File: src/rtl/memory_tank_line_if.sv
// memory_tank_line_if: request, serial data and status bundle between main control and one tank
interface memory_tank_line_if #(
  parameter int ADDR_W = 5
);
  logic              r2_mib;
  logic [ADDR_W-1:0] r2_addr;
  logic              r2_long;
  logic              r2_clr_req;
  logic              r2_wr_req;
  logic              r2_rd_req;
  logic              r2_busy;
  logic              r2_done;
  logic              r2_mob;
  logic              r2_mob_valid;
  logic              r2_word_start;
  logic [ADDR_W-1:0] r2_slot;
  logic              monitor;
  modport master (
    output r2_mib, r2_addr, r2_long, r2_clr_req, r2_wr_req, r2_rd_req,
    input  r2_busy, r2_done, r2_mob, r2_mob_valid, r2_word_start, r2_slot, monitor
  );
  modport slave (
    input  r2_mib, r2_addr, r2_long, r2_clr_req, r2_wr_req, r2_rd_req,
    output r2_busy, r2_done, r2_mob, r2_mob_valid, r2_word_start, r2_slot, monitor
  );
endinterface

File: src/rtl/memory_tank_line.sv
// memory_tank_line: serial circulating-store tank with addressed short/long-word transfer sequencer
module memory_tank_line #(
  parameter int SLOT_BITS = 18,
  parameter int SLOTS     = 32,
  parameter int ADDR_W    = 5
) (
  input logic               r2_clk,
  input logic               r2_rst_n,
  memory_tank_line_if.slave tank
);
  localparam int BIT_W = $clog2(SLOT_BITS);
  localparam logic [BIT_W-1:0]  LAST_BIT  = BIT_W'(SLOT_BITS - 1);
  localparam logic [ADDR_W-1:0] LAST_SLOT = ADDR_W'(SLOTS - 1);
  typedef enum logic [1:0] {IDLE, WAIT, XFER, DONE} state_t;
  typedef enum logic [1:0] {OP_CLR, OP_WR, OP_RD} op_t;
  state_t state_q, state_d;
  op_t op_q, op_d;
  logic [ADDR_W-1:0] tgt_q, tgt_d, slot_q, slot_d, end_slot;
  logic [BIT_W-1:0] bit_q, bit_d;
  logic long_q, long_d;
  logic [SLOTS-1:0][SLOT_BITS-1:0] mem_q;
  logic line_out, hit, last, act, rd_act, store_bit, any_req;
  logic mob_q, mob_valid_q, mon_q;
  // free-running bit/slot position: the bit emerging this cycle
  always_comb begin
    bit_d  = bit_q == LAST_BIT ? '0 : bit_q + 1'b1;
    slot_d = bit_q != LAST_BIT ? slot_q : slot_q == LAST_SLOT ? '0 : slot_q + 1'b1;
  end
  // transfer window: the matching WAIT cycle is already the first transfer bit
  always_comb begin
    line_out  = mem_q[slot_q][bit_q];
    end_slot  = long_q ? (tgt_q | ADDR_W'(1)) : tgt_q;
    hit       = slot_q == tgt_q && bit_q == '0;
    last      = slot_q == end_slot && bit_q == LAST_BIT;
    act       = state_q == XFER || (state_q == WAIT && hit);
    rd_act    = act && op_q == OP_RD;
    store_bit = (!act || op_q == OP_RD) ? line_out :
                (op_q == OP_WR && bit_q != LAST_BIT) ? tank.r2_mib : 1'b0;
    any_req   = tank.r2_clr_req | tank.r2_wr_req | tank.r2_rd_req;
  end
  // sequencer: requests are only looked at in IDLE, clear beats write beats read
  always_comb begin
    state_d = state_q;
    op_d    = op_q;
    tgt_d   = tgt_q;
    long_d  = long_q;
    case (state_q)
      IDLE: if (any_req) begin
        state_d = WAIT;
        op_d    = tank.r2_clr_req ? OP_CLR : tank.r2_wr_req ? OP_WR : OP_RD;
        long_d  = tank.r2_long;
        tgt_d   = tank.r2_long ? {tank.r2_addr[ADDR_W-1:1], 1'b0} : tank.r2_addr;
      end
      WAIT:    state_d = hit ? XFER : WAIT;
      XFER:    state_d = last ? DONE : XFER;
      default: state_d = IDLE;
    endcase
  end
  // state, storage and registered outputs; reset wipes the whole line
  always_ff @(posedge r2_clk) begin
    if (!r2_rst_n) begin
      state_q     <= IDLE;
      op_q        <= OP_CLR;
      tgt_q       <= '0;
      long_q      <= 1'b0;
      bit_q       <= '0;
      slot_q      <= '0;
      mem_q       <= '0;
      mob_q       <= 1'b0;
      mob_valid_q <= 1'b0;
      mon_q       <= 1'b0;
    end else begin
      state_q              <= state_d;
      op_q                 <= op_d;
      tgt_q                <= tgt_d;
      long_q               <= long_d;
      bit_q                <= bit_d;
      slot_q               <= slot_d;
      mem_q[slot_q][bit_q] <= store_bit;
      mob_q                <= rd_act & line_out;
      mob_valid_q          <= rd_act;
      mon_q                <= line_out;
    end
  end
  assign tank.r2_busy       = state_q != IDLE;
  assign tank.r2_done       = state_q == DONE;
  assign tank.r2_mob        = mob_q;
  assign tank.r2_mob_valid  = mob_valid_q;
  assign tank.r2_word_start = bit_q == '0;
  assign tank.r2_slot       = slot_q;
  assign tank.monitor       = mon_q;
endmodule

File: src/flat_wrapper.sv
// flat-port wrapper written by rule: the top's interface ports become plain ports
module memory_tank_line_flat 
#(
  parameter int SLOT_BITS = 18,
  parameter int SLOTS     = 32,
  parameter int ADDR_W    = 5
)
  (r2_clk, r2_rst_n, tank_r2_mib, tank_r2_addr, tank_r2_long, tank_r2_clr_req, tank_r2_wr_req, tank_r2_rd_req, tank_r2_busy, tank_r2_done, tank_r2_mob, tank_r2_mob_valid, tank_r2_word_start, tank_r2_slot, tank_monitor);
  memory_tank_line_if #(.ADDR_W(ADDR_W)) tank_i ();
  input logic r2_clk;
  input logic r2_rst_n;
  input wire logic [$bits(tank_i.r2_mib)-1:0] tank_r2_mib;
  input wire logic [$bits(tank_i.r2_addr)-1:0] tank_r2_addr;
  input wire logic [$bits(tank_i.r2_long)-1:0] tank_r2_long;
  input wire logic [$bits(tank_i.r2_clr_req)-1:0] tank_r2_clr_req;
  input wire logic [$bits(tank_i.r2_wr_req)-1:0] tank_r2_wr_req;
  input wire logic [$bits(tank_i.r2_rd_req)-1:0] tank_r2_rd_req;
  output wire logic [$bits(tank_i.r2_busy)-1:0] tank_r2_busy;
  output wire logic [$bits(tank_i.r2_done)-1:0] tank_r2_done;
  output wire logic [$bits(tank_i.r2_mob)-1:0] tank_r2_mob;
  output wire logic [$bits(tank_i.r2_mob_valid)-1:0] tank_r2_mob_valid;
  output wire logic [$bits(tank_i.r2_word_start)-1:0] tank_r2_word_start;
  output wire logic [$bits(tank_i.r2_slot)-1:0] tank_r2_slot;
  output wire logic [$bits(tank_i.monitor)-1:0] tank_monitor;
  assign tank_i.r2_mib = tank_r2_mib;
  assign tank_i.r2_addr = tank_r2_addr;
  assign tank_i.r2_long = tank_r2_long;
  assign tank_i.r2_clr_req = tank_r2_clr_req;
  assign tank_i.r2_wr_req = tank_r2_wr_req;
  assign tank_i.r2_rd_req = tank_r2_rd_req;
  assign tank_r2_busy = tank_i.r2_busy;
  assign tank_r2_done = tank_i.r2_done;
  assign tank_r2_mob = tank_i.r2_mob;
  assign tank_r2_mob_valid = tank_i.r2_mob_valid;
  assign tank_r2_word_start = tank_i.r2_word_start;
  assign tank_r2_slot = tank_i.r2_slot;
  assign tank_monitor = tank_i.monitor;
  memory_tank_line #(.SLOT_BITS(SLOT_BITS), .SLOTS(SLOTS), .ADDR_W(ADDR_W)) u_core (.r2_clk(r2_clk), .r2_rst_n(r2_rst_n), .tank(tank_i));
endmodule
File: config.mk
export PLATFORM = sky130hd
export DESIGN_NAME = memory_tank_line_flat
export DESIGN_NICKNAME = d
export VERILOG_FILES = /design/src/rtl/memory_tank_line_if.sv /design/src/rtl/memory_tank_line.sv /design/src/flat_wrapper.sv
export SDC_FILE = /design/constraint.sdc
export NUM_CORES = 1
export LEC_CHECK = 0
export CAP_MARGIN = 30
export CORE_UTILIZATION = 40
export CTS_BUF_LIST = sky130_fd_sc_hd__clkbuf_8 sky130_fd_sc_hd__clkbuf_16
export CTS_CLUSTER_DIAMETER = 150
export DETAILED_ROUTE_END_ITERATION = 8
export DONT_BUFFER_PORTS = 1
export PLACE_DENSITY = 0.58
export SLEW_MARGIN = 10
export SYNTH_ARGS = -nofsm -noshare
export SYNTH_HDL_FRONTEND = slang
export SYNTH_SLANG_ARGS = --single-unit
File: constraint.sdc
create_clock -name r2_clk -period 4.3 [get_ports r2_clk]
set_input_delay 0 -clock r2_clk [delete_from_list [all_inputs] [get_ports r2_clk]]
set_output_delay 0 -clock r2_clk [all_outputs]
set_load 0.01 [all_outputs]
==> metrics.txt, run 1 <==
Non-Filler Cell Area, Final about 34000 um^2; VDD IR max 301 uV; IO buf count 0; sum of negative setup slack 0 ns; antenna cells 0; sequential area share after synthesis between 40 and 50%; worst clock skew 0.0433 ns; CTS sink cnt 599; die span in y 267 um; final worst setup slack 0.139 ns; Hold Fails Final Rpt 1; Worst Path Max Fanout 20; placed instance area slightly below 30000 um^2; Hold WC Path Type in -> reg; Reg clk slew, reported paths roughly 0.06 ns; initial core utilization 40.7%; DR WL met2 between 40000 and 50000 um; final core utilization 49.8%; H-tree Lvls 3; CP Launch Type register; core area roughly 70000 um^2; Arr. time, crit path 4.67 ns; Tcrit/Tclk final 96.8%; Synth warnings 0; TritonCTS buffer count 66; Via Count 27.9k; Worst-Margin Slew 1.94 ns; Setup Crit Path Kind reg -> reg; max cap viols 0; 1st-iter DRT viols 3385; antenna viol nets, final 0; gr ovfl total 0; Async SR Flop Fraction 0%; failing checks hold timing, slew limit; Nets roughly 3.5k; Syn Nets 3284; required time worst endpoint 4.81 ns; vias in the first global route 26.7k; pin count of the biggest net entering global routing 337; WHS -0.0102 ns; crit end category register; achievable frequency 240 MHz; vias per cell approximately 6.3; Place WS 0.346 ns; Netlist cell types 56; I/O pins 23; hold_sp r2_rst_n; Tmin final 4.16 ns; Max Root-Sink Buffers 3; final wirelength 102000 um; hpwl dp 59800 um; Initial DRT Pass Iterations 6; RSZ-0062 raised after global routing false; Mapped Cells 3263; Final Max Tran Viols 247; WL/cell 23.1 um; fillers 6391; CP max-delay cell dlygate4sd3_1; synthesized area 28000 um^2; crit path from u_core.tank.r2_slot[0]; WL met1 between 40000 and 50000 um; antenna violations before repair 2; Rows 96; WL met3 9390 um; gr usage total between 20% and 30%; ordered list of cells on the worst path buf_12 > buf_4 > mux4_2 > a22oi_1 > and3_1 > o21ai_0 > a32oi_1 > nor2b_1 > o41ai_4 > buf_4 > buf_12 > o22ai_1 > dlygate4sd3_1; Overall Power 12.0 mW; Root Driver clkbuf_16; drt drc 0; Avg Inst Size Synth 8.59 um^2; Die Wd 267 um; RR Startpoint u_core.tank.r2_slot[0]; Skew-Pair Late Insertion Delay ~0.63 ns; ratio of cells with drive above 1 in the final layout 11.1%; worst relative slew slack -29.0%; status finished with violations; register bit total from synthesis 599; Area growth, synth to finish 22.5%; CTS tree built; first-pass GRT wire length between 150000 and 200000 um; dominant synthesized flop cell dfxtp_1; total power divided by cell area about 350 nW/um^2; die footprint 71100 um^2; number of enable flip-flop cells after synthesis 0; Final setup viols 0; LEAKAGE 10.7 nW; Routability Congestion 0.877; Max stage delay on crit path between 0.5 and 0.6 ns; DR top layer met5
flip-flops by register name, summed over array words and instances (netlist names):
register / count
u_core.long_q: 1
u_core.tank.r2_mob_valid: 1
u_core.mem_q: 576
u_core.op_q: 2
u_core.tank.r2_mob: 1
u_core.bit_q: 5
u_core.state_q: 2
u_core.tgt_q: 5
u_core.tank.r2_slot: 5
u_core.tank.monitor: 1
worst paths after layout:
path / to / slack [ns] / cells after the start
worst max-delay path: u_core.mem_q[377] / 0.14 / 13
worst min-delay path: u_core.mem_q[431] / -0.01 / 3
worst max register to register: u_core.mem_q[377] / 0.14 / 13
worst min register to register: u_core.mem_q[251] / 0.47 / 2
layout make-up:
cell class	instances	area (um^2)	area share, %
clock buffer	85	1940	5.64
clock inverter	31	145	0.423
timing repair buffer	480	4920	14.3
tap	931	1160	3.39
inverter	9	33.8	0.0984
sequential	599	12000	35.0
multi-input combinational	2304	14100	41.1
where the power goes:
part | leakage [nW] | total [mW] | internal [mW] | switching [mW]
registers | 4.83 | 5.59 | 5.57 | 0.0205
clock network | 1.12 | 5.50 | 3.15 | 2.35
logic | 4.71 | 0.905 | 0.313 | 0.591
cell usage after synthesis (2+ instances only):
cell type / instances / area share, %
buf_6: 63 / 2.5
xnor2_1: 8 / 0.25
a21boi_0: 2 / 0.054
a22oi_1: 36 / 0.96
a221oi_1: 4 / 0.12
nor3_1: 18 / 0.32
nor2b_1: 21 / 0.47
clkbuf_1: 221 / 3.0
inv_1: 8 / 0.11
nor2_1: 599 / 8.0
a22o_1: 4 / 0.12
a21oi_1: 7 / 0.12
buf_1: 5 / 0.067
nand2_1: 137 / 1.8
mux2_2: 5 / 0.20
a41oi_1: 2 / 0.063
or4b_2: 2 / 0.071
mux2i_1: 96 / 3.4
a211oi_1: 5 / 0.13
o21ai_0: 555 / 9.9
nand4_1: 12 / 0.27
buf_8: 5 / 0.27
nand4b_1: 2 / 0.063
and3_1: 6 / 0.13
mux4_2: 99 / 8.0
o32ai_1: 5 / 0.16
a31oi_1: 545 / 12
and2_1: 7 / 0.16
nor3b_1: 3 / 0.080
a32oi_1: 6 / 0.19
buf_2: 52 / 0.93
dfxtp_1: 599 / 43
nand3_1: 24 / 0.43
ha_1: 9 / 0.40
o22ai_1: 56 / 1.3
and3b_1: 2 / 0.063
nand2b_1: 8 / 0.18
o221ai_1: 2 / 0.063
nand4bb_1: 2 / 0.080
buf_4: 5 / 0.13
logic make-up (layout without fill, tap and decap cells):
family / Yosys count / in the layout / synth area share (%)
muxes: 200 / 200 / 11.6
adders and majority gates: 9 / 9 / 0.402
DFF: 599 / 599 / 42.8
xor gates and xnor gates: 8 / 8 / 0.250
AOI/OAI and AO/OA: 1238 / 1238 / 25.6
and+or+nand+nor: 849 / 849 / 12.3
buffers and inverters: 360 / 605 / 7.01
metal layers:
layer / vias to the layer above / global-route usage [%]
met5: - / 0
met4: 2 / 14.6
met3: 301 / 5.03
met2: 1535 / 44.2
met1: 13600 / 37.2
li1: 12500 / -
stage by stage:
stage | hold slack [ns] | instances
global route | 0.0610 | 4439
CTS | 0.0685 | 4438
finish | -0.0102 | 4439
global placement | 0.149 | 4018
floorplan | 0.139 | 3263
detailed placement | 0.163 | 4018
critical path, delay by kind of cell (launching register included):
family / cells / cell delay, ns
flops: 1 / 0.53
mux: 1 / 0.53
compound gates: 5 / 1.20
simple gates: 2 / 0.34
buf+inv: 5 / 1.43
cells in the final DEF (no fill, tap or decap), drive strengths merged, types with 8 or more instances in the layout:
cell type,netlist,layout
nor2,599,599
dfxtp,599,599
o21ai,556,556
a31oi,545,545
dlygate4sd3,0,303
buf,130,177
nand2,137,137
mux4,99,99
mux2i,96,96
clkbuf,221,85
o22ai,56,56
a22oi,36,36
inv,8,32
nand3,24,24
nor2b,21,21
nor3,18,18
nand4,12,12
ha,9,9
nand2b,8,8
xnor2,8,8
clkinv,1,8
timing repair:
item | in CTS | in global routing
resized for setup | 0 | 1
endpoints found under the setup margin | 0 | 3
setup buffers | 0 | 1
hold endpoints to repair | 599 | 0
hold buffers | 304 | 0
No activity file was read; power rests on OpenSTA's default activity.
==> run 2: changes to the inputs <==
Settings changed: CTS_BUF_LIST sky130_fd_sc_hd__clkbuf_8 sky130_fd_sc_hd__clkbuf_16 to sky130_fd_sc_hd__clkbuf_4, PLACE_DENSITY 0.58 to default.
==> run 2 against run 1 <==
  * Synthesized cell count did not move
  * The flow now stops in clock tree synthesis (4_1_cts)
  * Area after synthesis did not move
==> metrics.txt, run 2 <==
register bit total from synthesis 599 (unchanged); TritonCTS buffer count 161 (was 66); Synth warnings 0 (unchanged); sequential area share after synthesis 42.8% (unchanged); Err [ERROR RSZ-0060] Max buffer count reached.; number of enable flip-flop cells after synthesis 0 (unchanged); Routability Congestion 0.873 (was 0.877); CTS sink cnt 599 (unchanged); cts repair resizes 0 (unchanged); Root Driver clkbuf_4 (was clkbuf_16); Max Root-Sink Buffers 3 (unchanged); Setup Fix Bufs, Post-CTS 0 (unchanged); Synth top cells by count dfxtp_1, nor2_1, o21ai_0 (unchanged); initial core utilization 40.7% (unchanged); synthesized area 28000 um^2 (unchanged); Area contributors post-synth dfxtp_1, a31oi_1, o21ai_0 (unchanged); I/O pins 23 (unchanged); Async SR Flop Fraction 0% (unchanged); share of the synthesized area in the top cell type 42.8% (unchanged); Rows 96 (unchanged); Avg Inst Size Synth 8.59 um^2 (unchanged); die span in y 267 um (unchanged); Mapped Cells 3263 (unchanged); CTS Hold Bufs 855 (was 304); Synth area leader dfxtp_1 (unchanged); dominant synthesized flop cell dfxtp_1 (unchanged); IO buf count 0 (unchanged); Syn Nets 3284 (unchanged); status aborted with a tool error (was finished with violations); hpwl dp 55900 um (was 59800 um); Last stage clock tree synthesis (4_1_cts); number of cells after detailed placement 3997 (was 4018); Netlist cell types 56 (unchanged); Die Wd 267 um (unchanged); H-tree Lvls 4 (was 3)
[run 2: through the flow]
| stage | setup WS (ns) | hold slack (ns) | area [um^2] |
|---|---|---|---|
| global placement | 0.246 | 0.150 | 28800 |
| detailed placement | 0.174 | 0.152 | 29000 |
| floorplan | 1.17 | 0.139 | 28000 |
[run 2: logic make-up after synthesis]
kind of cell | synth area share (%)
multiplexers | 11.6
AO/OA/AOI/OAI | 25.6
buffers and inverters | 7.01
adder cells (fa/ha/maj) | 0.402
AND/OR/NAND/NOR | 12.3
flip-flops | 42.8
XOR/XNOR | 0.250
==> run 3: changes to the inputs <==
Settings changed: CORE_UTILIZATION 40 to 25, CTS_BUF_LIST sky130_fd_sc_hd__clkbuf_4 to default, CTS_CLUSTER_DIAMETER 150 to default, PLACE_DENSITY_LB_ADDON from default to 0.15.
==> run 3 against run 2 <==
  * The flow now finishes without violations
==> metrics.txt, run 3 (same netlist as run 1, synthesis figures left out) <==
status finished, final reports clean (was aborted with a tool error); hold_sp r2_rst_n; max reg flops 576; Tmin final 4.13 ns; die footprint 113000 um^2; die span in y 337 um (was 267 um); core area between 100000 and 150000 um^2; Final setup viols 0; Non-Filler Cell Area, Final 35200 um^2; Die Wd 337 um (was 267 um); crit end category register; Hold WC Path Type in -> reg; hpwl dp 66000 um (was 55900 um); achievable frequency around 240 MHz; largest register by flop count u_core.mem_q; vias per cell approximately 5.4; Final Max Tran Viols 0; crit path from u_core.tank.r2_slot[0]; Arr. time, crit path 4.62 ns; I/O pins 23 (unchanged); initial core utilization 25.3% (was 40.7%); Tcrit/Tclk final between 90% and 100%; Reg area 12000 um^2; sum of negative setup slack 0 ns; final core utilization 31.7%; LEAKAGE between 10 and 15 nW; Setup Fix Bufs, Post-CTS 0 (unchanged); Max Root-Sink Buffers 3 (unchanged); RR Startpoint u_core.tank.r2_slot[0]; Area growth, synth to finish 25.5%; Nets 3464; commonest non-fill, non-tap cells in the layout nor2_1, dfxtp_1, o21ai_0; CTS sink cnt 599 (unchanged); VDD IR max approximately 220 uV; first-pass GRT wire length 172000 um; max cap viols 0; gr usage total 19.9%; TritonCTS buffer count 72 (was 161); Worst Path Max Fanout 62; final wirelength 115000 um; Routability Congestion 0.811 (was 0.873); multi-input logic area 14100 um^2; IO buf count 0 (unchanged); Skew-Pair Late Insertion Delay ~0.66 ns; R2R depth 10; antenna violations before repair 0; antenna viol nets, final 0; worst clock skew around 0.038 ns; Via Count 26.7k; Reg clk slew, reported paths about 0.060 ns; Hold Fails Final Rpt 0; vias in the first global route 25.8k; placed instance area 29800 um^2 (was 29000 um^2); Worst-Margin Slew 1.14 ns; pin count of the biggest net entering global routing 342; H-tree Lvls 3 (was 4); gr ovfl total 0; drt drc 0; CP Launch Type register; Setup Crit Path Kind reg -> reg; antenna cells 0; Overall Power 12.7 mW; Rows 122 (was 96); total power divided by cell area 360 nW/um^2; required time worst endpoint 4.80 ns; Initial DRT Pass Iterations 6; RSZ-0062 raised after global routing false; Root Driver clkbuf_16 (was clkbuf_4); hold-critical path depth 3; fillers approximately 12k; 1st-iter DRT viols 2678; ratio of cells with drive above 1 in the final layout a little under an eighth; WL/cell 23.1 um; CTS tree built; most common library cell in the layout ignoring fill and taps nor2_1; worst relative slew slack a little under a quarter
==> run 3: power by group <==
part	switching, mW	internal, mW	total, mW
Sequential	0.0151	5.57	5.58
Combinational	0.637	0.285	0.922
Clock	2.62	3.56	6.18
Total	3.27	9.41	12.7
==> run 3: critical path, stage by stage, from the launching register on <==
cell and delay [ns]:
dfxtp_4 0.66, buf_4 0.37, mux4_2 0.58, a22oi_1 0.47
nand3_1 0.31, o21ai_1 0.21, o22ai_1 0.19, o41ai_4 0.35
buf_4 0.30, buf_12 0.30, a31oi_1 0.13
==> run 3: metrics by stage <==
| step | cells | setup slack (ns) | hold slack (ns) |
|---|---|---|---|
| after floorplan | 3263 | 1.17 | 0.139 |
| after global placement | 4553 | 0.172 | 0.169 |
| after detailed placement | 4555 | 0.0817 | 0.162 |
| after CTS | 4986 | 0.0477 | 0.0466 |
| after global routing | 4988 | 0.0174 | 0.0909 |
| final | 4988 | 0.172 | 0.0891 |
==> run 3: path summary, 6_finish.rpt <==
path / endpoint / slack, ns
setup / recovery: u_core.mem_q[524] / 0.17
hold / removal: u_core.mem_q[464] / 0.09
hold reg to reg: u_core.mem_q[53] / 0.46
setup reg to reg: u_core.mem_q[524] / 0.17
==> run 3: area by class of cell <==
cell class                 count  share of cell area, %
sequential                   599                   34.1
multi-input combinational   2304                   40.2
clock inverter                21                  0.544
inverter                       9                 0.0960
tap                         1488                   5.29
clock buffer                 110                   6.16
timing repair buffer         457                   13.6
==> run 3: timing repair <==
item | CTS | global route
hold buffers | 300 | 1
hold endpoints to repair | 599 | 3
setup endpoints to repair | 0 | 128
resized for setup | 0 | 1
==> run 3: layer usage <==
metal | part of all wire (%) | wire, um | vias up | track usage [%]
li1 | - | - | 12400 | -
met1 | 47 | 53700 | 13400 | 28.2
met2 | 46 | 53200 | 757 | 31.9
met3 | 4.9 | 5670 | 130 | 2.13
met4 | 2.2 | 2510 | 0 | 5.64
met5 | 0 | 0 | - | 0
